$ cat src/rtl/shift_pkg.sv
// Shared definitions for the pipelined right shifter: operation encodings and default sizing.
package shift_pkg;

  localparam logic [1:0] SHR_LOGICAL = 2'b00;
  localparam logic [1:0] SHR_ARITH   = 2'b01;
  localparam logic [1:0] SHR_ROTATE  = 2'b10;

  localparam int SHR_DEFAULT_OPERAND_WIDTH = 16;
  localparam int SHR_DEFAULT_SHAMT_WIDTH   = 4;
  localparam int SHR_NUM_STAGES            = SHR_DEFAULT_SHAMT_WIDTH;

endpackage

$ cat src/rtl/shift_right_stage.sv
// One pipeline stage of the right shifter: conditionally shifts by 2^STAGE_IDX on entry
// and holds valid/data/control while the downstream stage is stalled.
module shift_right_stage
  import shift_pkg::*;
#(
  parameter int OPERAND_WIDTH = SHR_DEFAULT_OPERAND_WIDTH,
  parameter int SHAMT_WIDTH   = SHR_DEFAULT_SHAMT_WIDTH,
  parameter int STAGE_IDX     = 0
) (
  input  logic                     clk,
  input  logic                     rst,
  input  logic                     in_valid,
  input  logic [OPERAND_WIDTH-1:0] in_data,
  input  logic [SHAMT_WIDTH-1:0]   in_shamt,
  input  logic [1:0]               in_oper,
  input  logic                     next_advance,
  output logic                     advance,
  output logic                     valid,
  output logic [OPERAND_WIDTH-1:0] data,
  output logic [SHAMT_WIDTH-1:0]   shamt,
  output logic [1:0]               oper
);

  localparam int SHIFT = 1 << STAGE_IDX;

  logic [OPERAND_WIDTH-1:0] shifted;

  // Arithmetic fill uses the current MSB, which always equals the original sign bit
  // because every earlier arithmetic stage replicated it.
  always_comb begin
    shifted = in_data;
    if (in_shamt[STAGE_IDX]) begin
      case (in_oper)
        SHR_ARITH:  shifted = {{SHIFT{in_data[OPERAND_WIDTH-1]}}, in_data[OPERAND_WIDTH-1:SHIFT]};
        SHR_ROTATE: shifted = {in_data[SHIFT-1:0], in_data[OPERAND_WIDTH-1:SHIFT]};
        default:    shifted = {{SHIFT{1'b0}}, in_data[OPERAND_WIDTH-1:SHIFT]};
      endcase
    end
  end

  assign advance = !valid || next_advance;

  always_ff @(posedge clk or posedge rst) begin
    if (rst) begin
      valid <= 1'b0;
      data  <= '0;
      shamt <= '0;
      oper  <= SHR_LOGICAL;
    end else if (advance) begin
      valid <= in_valid;
      if (in_valid) begin
        data  <= shifted;
        shamt <= in_shamt;
        oper  <= in_oper;
      end
    end
  end

endmodule

$ cat src/rtl/shift_right_pipe.sv
// Pipelined right shifter/rotator, one stage per shift-amount bit, valid/ready on both ends.
// Optional single-cycle bypass path enabled by defining SHR_PIPE_BYPASS_EN.
module shift_right_pipe
  import shift_pkg::*;
#(
  parameter int OPERAND_WIDTH = SHR_DEFAULT_OPERAND_WIDTH,
  parameter int SHAMT_WIDTH   = SHR_DEFAULT_SHAMT_WIDTH
) (
  input  logic                     clk,
  input  logic                     rst,
  input  logic                     in_valid,
  output logic                     in_ready,
  input  logic [OPERAND_WIDTH-1:0] In,
  input  logic [SHAMT_WIDTH-1:0]   ShAmt,
  input  logic [1:0]               Oper,
`ifdef SHR_PIPE_BYPASS_EN
  input  logic                     bypass,
`endif
  output logic                     out_valid,
  input  logic                     out_ready,
  output logic [OPERAND_WIDTH-1:0] result
);

  localparam int LAST = SHAMT_WIDTH - 1;

  logic [SHAMT_WIDTH-1:0]   stg_valid;
  logic [SHAMT_WIDTH-1:0]   stg_adv;
  logic [SHAMT_WIDTH-1:0]   nxt_adv;
  logic [SHAMT_WIDTH-1:0]   feed_valid;
  logic [OPERAND_WIDTH-1:0] stg_data  [SHAMT_WIDTH];
  logic [OPERAND_WIDTH-1:0] feed_data [SHAMT_WIDTH];
  logic [SHAMT_WIDTH-1:0]   stg_shamt [SHAMT_WIDTH];
  logic [SHAMT_WIDTH-1:0]   feed_shamt[SHAMT_WIDTH];
  logic [1:0]               stg_oper  [SHAMT_WIDTH];
  logic [1:0]               feed_oper [SHAMT_WIDTH];
  logic                     s0_valid;

`ifdef SHR_PIPE_BYPASS_EN
  logic                     upper_empty;
  logic                     byp_xfer;
  logic [SHAMT_WIDTH-1:0]   byp_amt;
  logic [OPERAND_WIDTH-1:0] byp_data;

  // Bypass only when nothing is ahead of the last stage, so ordering can never be violated.
  assign upper_empty = ~|stg_valid[LAST-1:0];
  assign in_ready    = bypass ? (upper_empty && stg_adv[LAST]) : stg_adv[0];
  assign byp_xfer    = in_valid && bypass && in_ready;
  assign s0_valid    = in_valid && !bypass;

  // The last stage still applies its own top-bit shift, so only the lower bits are done here.
  always_comb begin
    byp_amt          = ShAmt;
    byp_amt[LAST]    = 1'b0;
    case (Oper)
      SHR_ARITH:  byp_data = $signed(In) >>> byp_amt;
      SHR_ROTATE: byp_data = (In >> byp_amt) | (In << (OPERAND_WIDTH - int'(byp_amt)));
      default:    byp_data = In >> byp_amt;
    endcase
  end
`else
  assign in_ready = stg_adv[0];
  assign s0_valid = in_valid;
`endif

  for (genvar k = 0; k < SHAMT_WIDTH; k++) begin : g_stage
    if (k == 0) begin : g_feed
      assign feed_valid[k] = s0_valid;
      assign feed_data[k]  = In;
      assign feed_shamt[k] = ShAmt;
      assign feed_oper[k]  = Oper;
`ifdef SHR_PIPE_BYPASS_EN
    end else if (k == LAST) begin : g_feed
      assign feed_valid[k] = stg_valid[k-1] || byp_xfer;
      assign feed_data[k]  = byp_xfer ? byp_data : stg_data[k-1];
      assign feed_shamt[k] = byp_xfer ? ShAmt    : stg_shamt[k-1];
      assign feed_oper[k]  = byp_xfer ? Oper     : stg_oper[k-1];
`endif
    end else begin : g_feed
      assign feed_valid[k] = stg_valid[k-1];
      assign feed_data[k]  = stg_data[k-1];
      assign feed_shamt[k] = stg_shamt[k-1];
      assign feed_oper[k]  = stg_oper[k-1];
    end

    if (k == LAST) begin : g_next
      assign nxt_adv[k] = out_ready;
    end else begin : g_next
      assign nxt_adv[k] = stg_adv[k+1];
    end

    shift_right_stage #(
      .OPERAND_WIDTH (OPERAND_WIDTH),
      .SHAMT_WIDTH   (SHAMT_WIDTH),
      .STAGE_IDX     (k)
    ) u_stage (
      .clk          (clk),
      .rst          (rst),
      .in_valid     (feed_valid[k]),
      .in_data      (feed_data[k]),
      .in_shamt     (feed_shamt[k]),
      .in_oper      (feed_oper[k]),
      .next_advance (nxt_adv[k]),
      .advance      (stg_adv[k]),
      .valid        (stg_valid[k]),
      .data         (stg_data[k]),
      .shamt        (stg_shamt[k]),
      .oper         (stg_oper[k])
    );
  end

  assign out_valid = stg_valid[LAST];
  assign result    = stg_data[LAST];

endmodule

$ cat config.mk
export PLATFORM = sky130hd
export DESIGN_NAME = shift_right_pipe
export DESIGN_NICKNAME = d
export VERILOG_FILES = /design/src/rtl/shift_pkg.sv /design/src/rtl/shift_right_stage.sv /design/src/rtl/shift_right_pipe.sv
export SDC_FILE = /design/constraint.sdc
export NUM_CORES = 1
export LEC_CHECK = 0
export ABC_AREA = 1
export CAP_MARGIN = 40
export CORE_MARGIN = 4
export CORE_UTILIZATION = 57
export DETAILED_ROUTE_END_ITERATION = 10
export DONT_BUFFER_PORTS = 1
export PLACE_DENSITY = 0.72
export REMOVE_ABC_BUFFERS = 1
export SLEW_MARGIN = 20
export SYNTH_ARGS = -nofsm -noshare
export SYNTH_HDL_FRONTEND = slang
export SYNTH_SLANG_ARGS = --single-unit
export TNS_END_PERCENT = 20
$ cat constraint.sdc
create_clock -name clk -period 3.3 [get_ports clk]
set_clock_uncertainty 0.2 [all_clocks]
set_input_delay 0.33 -clock clk [delete_from_list [all_inputs] [get_ports clk]]
set_output_delay 0.33 -clock clk [all_outputs]
set_load 0.02 [all_outputs]
==> out/qor.csv <==
stage,metric,value,unit
run_status,status,completed,
route,ant_nets,0,
route,dr.pass1.iters,4,
sta,hold_viol_final,0,
sta,hold_ws,0.0156,ns
die,core_area,6790,um^2
clock_tree,cts_setup_buffers,0,
place,post-dp-hpwl,5370,um
synth,syn_inst,516,
sta,max_clock_freq,0.481,GHz
clock_tree,ctsHoldBuffers,11,
global_routing,grt_usage,19.2,%
place,numPortBuffers,0,
clock_tree,numCtsBuffers,9,
global_routing,grt_max_degree,34,
route,drtIter0Drc,102,
layout,fin_nets,552,
clock_tree,root_buffer,clkbuf_8,
place,gp_congestion,0.803,
hold_path,hold_path_class,in -> reg,
run,cap_viol_max_count,0,
worst_setup_path,reg2reg_to,g_stage[0].u_stage.shamt[3]$_DFFE_PP0P_,
synth,synth_seq_cells,80,
global_routing,grt-ovfl-total,0,
route,wl_per_cell,12.0,um
clock_tree,h-tree-depth,3,
layout,drive_gt1_share,8.41,%
worst_setup_path,reg2reg_slack,1.26,ns
die,initial_core_util,58.5,%
worst_setup_path,end_kind,flop,
sta,fin_ws,1.22,ns
layout,mostFrequentLayoutCell,nand2_1,
synth,yosysWarnings,0,
global_routing,grt_pass1_vias,2989,
sta,tns,0,ns
place,post_dp_cell_area,4010,um^2
layout,antenna_cells,0,
sta,report.final.slew_viol_count,0,
clock_tree,cts-resized-gates,0,
layout,layout-area-overhead-vs-synth,8.47,%
route,drt-vias-per-instance,5.00,
sta,rsz0062_at_grt,false,
die,fp-row-count,30,
die,dieArea,8370,um^2
route,route.detailed.drc,0,
power,p_leak,2.17,nW
synth,syn_avg_cell_area,7.70,um^2
layout,design_area,4310,um^2
synth,seq_area_frac_synth,50.4,%
synth,netlist_area,3970,um^2
sta,fin_crit,2.08,ns
sta,finalCritPeriodShare,63.1,%
worst_setup_path,cp.arrival,2.13,ns
worst_setup_path,critPathCapture,g_stage[0].u_stage.shamt[3]$_DFFE_PP0P_,
sta,relSlewSlack,56.7,%
worst_setup_path,worstSetupPathType,in -> reg,
worst_setup_path,path_max_fanout,23,
clock_tree,worstSkewPairLatency,0.35,ns
hold_path,min_from,ShAmt[0],
worst_setup_path,cp-start-kind,primary input,
layout,final_util,63.4,%
route,via_count,3098,
worst_setup_path,cp.required,3.35,ns
worst_setup_path,crit_start,out_ready,
global_routing,grt_pass1_wl,13000,um
die,die-width,91.5,um
worst_setup_path,r2r_cells,7,
route,wl,7410,um
clock_tree,cts.sinks,80,
die,die_y,91.5,um
sta,tightest_slew,0.648,ns
die,io_pins,44,
layout,most-common-layout-cells,"nand2_1 (195), dfrtp_1 (80), o21ai_0 (73), inv_1 (37), o21ai_1 (24)",
clock_tree,cts.clk_slew.worst_paths,0.08,ns
worst_setup_path,timing.rr.start,g_stage[3].u_stage.valid$_DFFE_PP0P_,
clock_tree,max-clock-path-buffers,2,
power,power_density,787,nW/um^2
global_routing,antenna_found_initial,0,
synth,synthDistinctLibCells,19,
sta,setup_viol,0,
power,irDropWorstVdd,0.000338,V
place,place_worst_setup_slack,1.51,ns
clock_tree,tritoncts,yes,
==> routing by layer <==
layer	routed length, um	GRT usage (%)	vias to the layer above
li1	-	-	1639
met1	3420	23.3	1395
met2	3590	32.7	57
met3	292	4.56	7
met4	110	7.79	0
met5	0	0	-
==> flip-flops by register name, summed over array words and instances, names as in the netlist <==
| name | count |
|---|---|
| g_stage.u_stage.data | 64 |
| g_stage.u_stage.shamt | 6 |
| g_stage.u_stage.valid | 4 |
| g_stage.u_stage.oper | 6 |
==> worst min path at each step <==
stage                                                    endpoint  slack (ns)  cells past startpoint
after floorplan           g_stage[0].u_stage.data[14]$_DFFE_PP0P_        0.24                      2
after global placement    g_stage[0].u_stage.data[14]$_DFFE_PP0P_        0.27                      2
after detailed placement   g_stage[3].u_stage.data[7]$_DFFE_PP0P_       0.001                      1
after CTS                  g_stage[0].u_stage.data[9]$_DFFE_PP0P_      0.0006                      3
after global routing       g_stage[0].u_stage.data[9]$_DFFE_PP0P_        0.03                      3
final                      g_stage[0].u_stage.data[9]$_DFFE_PP0P_        0.02                      3
==> critical path, stage by stage <==
cell           delay, ns
dlygate4sd3_1       0.59
nor2_4              0.15
nand4_2             0.10
buf_4               0.24
nand3_1             0.10
dlygate4sd3_1       0.55
nand2_1             0.05
==> synth_stat cells <==
cell / count / area (um^2)
a21oi_1: 16 / 80.1
buf_1: 2 / 7.51
buf_2: 12 / 60.1
buf_4: 2 / 15.0
buf_6: 3 / 33.8
clkbuf_1: 6 / 22.5
dfrtp_1: 80 / 2000
ha_1: 8 / 100
inv_1: 38 / 143
inv_2: 7 / 26.3
nand2_1: 195 / 732
nand2_2: 2 / 12.5
nand3_1: 22 / 110
nand4_2: 1 / 12.5
nor2_1: 12 / 45.0
nor2_4: 1 / 11.3
o21ai_0: 73 / 365
o21ai_1: 24 / 120
or2_2: 12 / 75.1
==> area by class of cell <==
cell class	count	area (um^2)
Fill cell	604	2480
Sequential cell	80	2000
Multi-Input combinational cell	366	1660
Inverter	45	169
Timing Repair Buffer	16	168
Clock buffer	10	128
Tap cell	96	120
Clock inverter	6	60.1
==> power by group <==
part	leakage [nW]	internal (W)	switching (W)
Clock	0.0920	0.000345	0.000342
Combinational	1.09	0.000359	0.000650
Sequential	0.995	0.00133	0.000368
==> metrics by stage <==
| stage | std cells | total power, W |
|---|---|---|
| 2_1_floorplan | 491 | 0.00244 |
| 3_3_place_gp | 590 | 0.00266 |
| 3_5_place_dp | 592 | 0.00271 |
| 4_1_cts | 619 | 0.00343 |
| 5_1_grt | 619 | 0.00370 |
| 6_report | 619 | 0.00339 |
==> cells by family after synthesis <==
logic type,count (synthesis),synth area share (%)
and+or+nand+nor,245,25.1
adders and majority gates,8,2.52
DFF,80,50.4
AOI/OAI and AO/OA,113,14.2
buffers and inverters,70,7.75
No activity file was read; power rests on OpenSTA's default activity.
